`config.mk`:
```
export PLATFORM = sky130hd
export DESIGN_NAME = instruction_fetch_unit
export DESIGN_NICKNAME = d
export VERILOG_FILES = /design/src/rtl/instruction_fetch_unit.sv
export SDC_FILE = /design/constraint.sdc
export NUM_CORES = 1
export LEC_CHECK = 0
export CORE_ASPECT_RATIO = 0.8
export CORE_MARGIN = 2
export CORE_UTILIZATION = 40
export CTS_CLUSTER_DIAMETER = 50
export DETAILED_ROUTE_END_ITERATION = 8
export PLACE_DENSITY = 0.74
export SYNTH_ARGS = -nofsm -noshare
export SYNTH_HDL_FRONTEND = slang
export SYNTH_SLANG_ARGS = --single-unit
```
`constraint.sdc`:
```
create_clock -name clk -period 2 [get_ports clk]
set_clock_uncertainty 0.2 [all_clocks]
set_input_delay 0.4 -clock clk [delete_from_list [all_inputs] [get_ports clk]]
set_output_delay 0.4 -clock clk [all_outputs]
set_load 0.02 [all_outputs]
```
`src/rtl/instruction_fetch_unit.sv`:
```
// Instruction fetch sequencer: drives the 8-entry instruction memory, decodes the returned word and
// hands it to execute over valid/ready. Define FETCH_HALT_EN to stop fetching on HALT_OPCODE.
module instruction_fetch_unit #(
    parameter int         ADDR_W      = 3,
    parameter int         DATA_W      = 12,
    parameter logic [2:0] HALT_OPCODE = 3'b111
) (
    input  logic              clk,
    input  logic              rst,
    input  logic              start,
    input  logic              ext_mode,
    output logic [ADDR_W-1:0] mem_address,
    output logic              mem_isexternal,
    input  logic [DATA_W-1:0] mem_data,
    output logic              instr_valid,
    input  logic              instr_ready,
    output logic [2:0]        opcode,
    output logic [2:0]        rd,
    output logic [2:0]        ra,
    output logic [2:0]        rb,
    output logic [ADDR_W-1:0] instr_pc,
    input  logic              branch_en,
    input  logic [ADDR_W-1:0] branch_target,
    output logic              busy,
    output logic              halted,
    output logic [7:0]        fetch_count
);

    typedef enum logic [2:0] {IDLE, REQ, RESP, HOLD, HALT} state_t;

    state_t            state;
    logic [ADDR_W-1:0] pc;

    // The PC register feeds the memory directly, so the address is registered by construction.
    assign mem_address = pc;

`ifndef FETCH_HALT_EN
    logic unused_halt_opcode;
    assign unused_halt_opcode = ^HALT_OPCODE;
    assign halted = 1'b0;
`endif

    always_ff @(posedge clk or negedge rst) begin
        if (!rst) begin
            state          <= IDLE;
            pc             <= '0;
            mem_isexternal <= 1'b0;
            instr_valid    <= 1'b0;
            opcode         <= '0;
            rd             <= '0;
            ra             <= '0;
            rb             <= '0;
            instr_pc       <= '0;
            busy           <= 1'b0;
            fetch_count    <= '0;
`ifdef FETCH_HALT_EN
            halted         <= 1'b0;
`endif
        end else begin
            case (state)
                IDLE: begin
                    pc <= '0;
                    if (start) begin
                        state          <= REQ;
                        busy           <= 1'b1;
                        mem_isexternal <= ext_mode;
                    end
                end
                REQ: begin
                    state <= RESP;
                end
                RESP: begin
                    opcode      <= mem_data[11:9];
                    rd          <= mem_data[8:6];
                    ra          <= mem_data[5:3];
                    rb          <= mem_data[2:0];
                    instr_pc    <= pc;
                    instr_valid <= 1'b1;
                    state       <= HOLD;
                end
                HOLD: begin
                    // instr_valid is always high here, so instr_ready alone marks the handshake.
                    if (instr_ready) begin
                        instr_valid <= 1'b0;
                        if (fetch_count != 8'hFF)
                            fetch_count <= fetch_count + 8'd1;
                        pc <= branch_en ? branch_target : pc + ADDR_W'(1);
`ifdef FETCH_HALT_EN
                        if (opcode == HALT_OPCODE) begin
                            state  <= HALT;
                            busy   <= 1'b0;
                            halted <= 1'b1;
                        end else
`endif
                        begin
                            state          <= REQ;
                            mem_isexternal <= ext_mode;
                        end
                    end
                end
`ifdef FETCH_HALT_EN
                HALT: begin
                    if (start) begin
                        pc             <= '0;
                        state          <= REQ;
                        busy           <= 1'b1;
                        halted         <= 1'b0;
                        mem_isexternal <= ext_mode;
                    end
                end
`endif
                default: begin
                    state <= IDLE;
                end
            endcase
        end
    end

endmodule

```
==> flow_metrics.tcl <==
set metrics [dict create \
    seq_area_frac_synth 0.542 \
    cts_made_buffers 5 \
    synth_top_family_by_area "multiplexers" \
    clk_pin_slew_worst_paths_ps 60 \
    drtIter0Drc 25 \
    critPathBufInv 1 \
    die-area_sq_um 4070 \
    cts_tree "built" \
    synthesis.area_sq_um 1430 \
    rr_startpoint "fetch_count[0]$_DFFE_PN0P_" \
    whs_ps 290 \
    place_area_sq_um 2010 \
    crit_chain "clkdlybuf4s50_1" \
    syn-mean-instance-area_sq_um 13.2 \
    clock_sinks 31 \
    die_h_microns 57.5 \
    nets 194 \
    io_pins 51 \
    post_drt_wl_per_cell_microns 14.3 \
    clk_path_buf_depth 2 \
    place.gp.congestion 0.784 \
    antennaDiodeCount 0 \
    crit_slowest_cell "clkdlybuf4s50_1" \
    synth-xor-area-share 0.0306 \
    p_int_mw 2.17 \
    min_path_cells 1 \
    critPathArrivalTime_ps 1350 \
    port_buffers 49 \
    htreeDepth 2 \
    ff2ff_setup_slack_ps 170 \
    combPwrFrac 0.482 \
    grt_setup_unrepaired "no" \
    wl_microns 3010 \
    synth.area.mux_share 0.171 \
    hp-start "busy$_DFFE_PN0P_" \
    fin_area_sq_um 2130 \
    syn-num-nets 135 \
    hold_path_class "reg -> reg" \
    hold-path-endpoint "busy$_DFFE_PN0P_" \
    vias 1026 \
    switchingPower_mw 1.19 \
    timing.final.crit_share 0.974 \
    max_freq_mhz 514 \
    hold_violations 0 \
    worstSetupEndpointType "output port" \
    postCtsHoldBufs 0 \
    rr_endpoint "fetch_count[1]$_DFFE_PN0P_" \
    crit_type "reg -> out" \
    grt_pass1_vias 1059 \
    fp.dieW_microns 70.9 \
    drv_slew 0 \
    clockRootBuffer "clkbuf_8" \
    clk_latency_ps 280 \
    ys_types 32 \
    max-vdd-ir-drop_mv 0.782 \
    ff2ff_path_depth 4 \
    postCtsSetupBuffers 0 \
    syn_to_final_growth_pct 49.2 \
    powerDensity_nw_per_um2 1580 \
    via_per_inst 4.89 \
    synthAdderAreaFrac 0.0525 \
    start_util 0.418 \
    synth-simple-area-share 0.0691 \
    grt_pass1_wl_microns 5010 \
    critical-path-top-delay-family "buffers and inverters" \
    firstDrtPassIters 4 \
    dp_hpwl_microns 2220 \
    slowest_delay_ps 640 \
    status "complete, no violations" \
    ant_nets 0 \
    row_count 19 \
    synth-compound-area-share 0.101 \
    power_mw 3.36 \
    sw_frac_of_total 0.354 \
    cp_max_fo 5 \
    core_area_sq_um 3420 \
    postSynthCellCount 108 \
    cp-start-kind "flip-flop" \
    dp.cells 202 \
    clkPwrFrac 0.190 \
    num-fill-cells 278 \
    period_needed_ps 1950 \
    drv_cap 0 \
    grt-ovfl-total 0 \
    cp.required_ps 1400 \
    p_leak_nw 0.939 \
    setup_viol 0 \
    final_cells 210 \
    grt_use_total 0.159 \
    seqPwrFrac 0.327 \
    yosysWarnings 0 \
    drive_above_1_share 0.208 \
    antenna_found_initial 0 \
    synth_seq_cells 31 \
    drc_errors 0 \
    grt_start_max_net_pins 32 \
]
## cell usage after synthesis
| master | n | area (sq um) |
|---|---|---|
| nand4_1 | 3 | 18.8 |
| a22o_1 | 1 | 8.76 |
| a21boi_0 | 1 | 7.51 |
| clkbuf_1 | 1 | 3.75 |
| buf_2 | 2 | 10.0 |
| o21ai_0 | 3 | 15.0 |
| a211oi_1 | 1 | 7.51 |
| mux2_2 | 17 | 191 |
| ha_1 | 6 | 75.1 |
| a2111oi_4 | 2 | 55.1 |
| conb_1 | 1 | 3.75 |
| mux2i_1 | 3 | 30.0 |
| a21oi_1 | 4 | 20.0 |
| o2bb2ai_1 | 1 | 8.76 |
| buf_6 | 1 | 11.3 |
| xnor2_1 | 2 | 17.5 |
| a21o_1 | 2 | 15.0 |
| nand3_1 | 1 | 5.00 |
| nand2_1 | 5 | 18.8 |
| and2_1 | 1 | 6.26 |
| nor2_1 | 4 | 15.0 |
| and4_1 | 1 | 8.76 |
| buf_4 | 1 | 7.51 |
| nor2b_1 | 1 | 6.26 |
| and3_1 | 1 | 6.26 |
| inv_1 | 3 | 11.3 |
| nor3b_1 | 1 | 7.51 |
| dfrtp_1 | 31 | 776 |
| mux2_1 | 2 | 22.5 |
| xor2_1 | 3 | 26.3 |
| nand2b_1 | 1 | 6.26 |
| o21bai_1 | 1 | 7.51 |
## state kept, by name (all words and copies together) (netlist names)
signal and flops:
mem_isexternal 1, rb 3, rd 3, fetch_count 8, opcode 3, busy 1
ra 3, mem_address 3, instr_pc 3, instr_valid 1, state 2
## what timing repair did
item	CTS	global route
endpoints found under the hold margin	0	0
setup endpoints to repair	0	1
resized for setup	0	1
## power groups by stage
stage                     combinational [mW]  sequential (mW)  clock, mW
after floorplan                        0.583             1.38          0
after global placement                  1.60             1.08          0
after detailed placement                1.64             1.11          0
after CTS                               1.64             1.11      0.659
after global routing                    1.74             1.14      0.685
final                                   1.62             1.10      0.640
## worst max-delay path by stage
stage / startpoint / end / slack (ps) / cells past startpoint
detailed placement: instr_ready / fetch_count[1]$_DFFE_PN0P_ / -40 / 4
global route: fetch_count[4]$_DFFE_PN0P_ / fetch_count[4] / 4 / 1
CTS: mem_address[2]$_DFFE_PN0P_ / mem_address[2] / 30 / 1
global placement: instr_ready / fetch_count[1]$_DFFE_PN0P_ / 20 / 4
floorplan: fetch_count[0]$_DFFE_PN0P_ / fetch_count[1]$_DFFE_PN0P_ / 170 / 4
finish: fetch_count[4]$_DFFE_PN0P_ / fetch_count[4] / 50 / 1
## logic make-up (layout without fill, tap and decap cells)
group | count (synthesis) | in the layout
AO/OA/AOI/OAI | 16 | 16
other | 1 | 1
flip-flops | 31 | 31
adder cells (fa/ha/maj) | 6 | 6
AND/OR/NAND/NOR | 19 | 19
XOR/XNOR | 5 | 5
buffers and inverters | 8 | 68
multiplexers | 22 | 22
## layout by cell type, fill, tap and decap left out, types with 2 or more instances in the layout
| master | instances |
|---|---|
| a2111oi_4 | 2 |
| nand4_1 | 3 |
| dfrtp_1 | 31 |
| inv_1 | 3 |
| a21o_1 | 2 |
| o21ai_0 | 3 |
| nand2_1 | 5 |
| mux2i_1 | 3 |
| xor2_1 | 3 |
| a21oi_1 | 4 |
| mux2_2 | 17 |
| clkbuf_8 | 6 |
| clkdlybuf4s50_1 | 48 |
| nor2_1 | 4 |
| ha_1 | 6 |
| buf_4 | 7 |
| xnor2_1 | 2 |
| mux2_1 | 2 |
## metal layers
metal	up-vias	GRT usage	part of all wire
met2	34	0.236	0.46
met3	3	0.0512	0.071
met5	-	0	0
met4	0	0.0782	0.010
met1	490	0.213	0.46
li1	499	-	-
## cell type report
| type | count | area (sq um) | share of cell area |
|---|---|---|---|
| sequential | 31 | 776 | 0.364 |
| multi-input combinational | 69 | 611 | 0.286 |
| timing repair buffer | 57 | 566 | 0.265 |
| clock buffer | 6 | 82.6 | 0.0387 |
| tap | 42 | 52.6 | 0.0246 |
| clock inverter | 2 | 35.0 | 0.0164 |
| inverter | 3 | 11.3 | 0.00528 |
## stage by stage
| step | TNS (ps) | worst slack [ps] | util |
|---|---|---|---|
| floorplan | 0 | 166 | - |
| global placement | 0 | 19.2 | 0.588 |
| detailed placement | -35.4 | -35.4 | 0.588 |
| CTS | 0 | 28.4 | 0.622 |
| global route | 0 | 4.41 | 0.623 |
| finish | 0 | 52.9 | 0.623 |
Note: power is estimated with default switching activity, not from simulation.
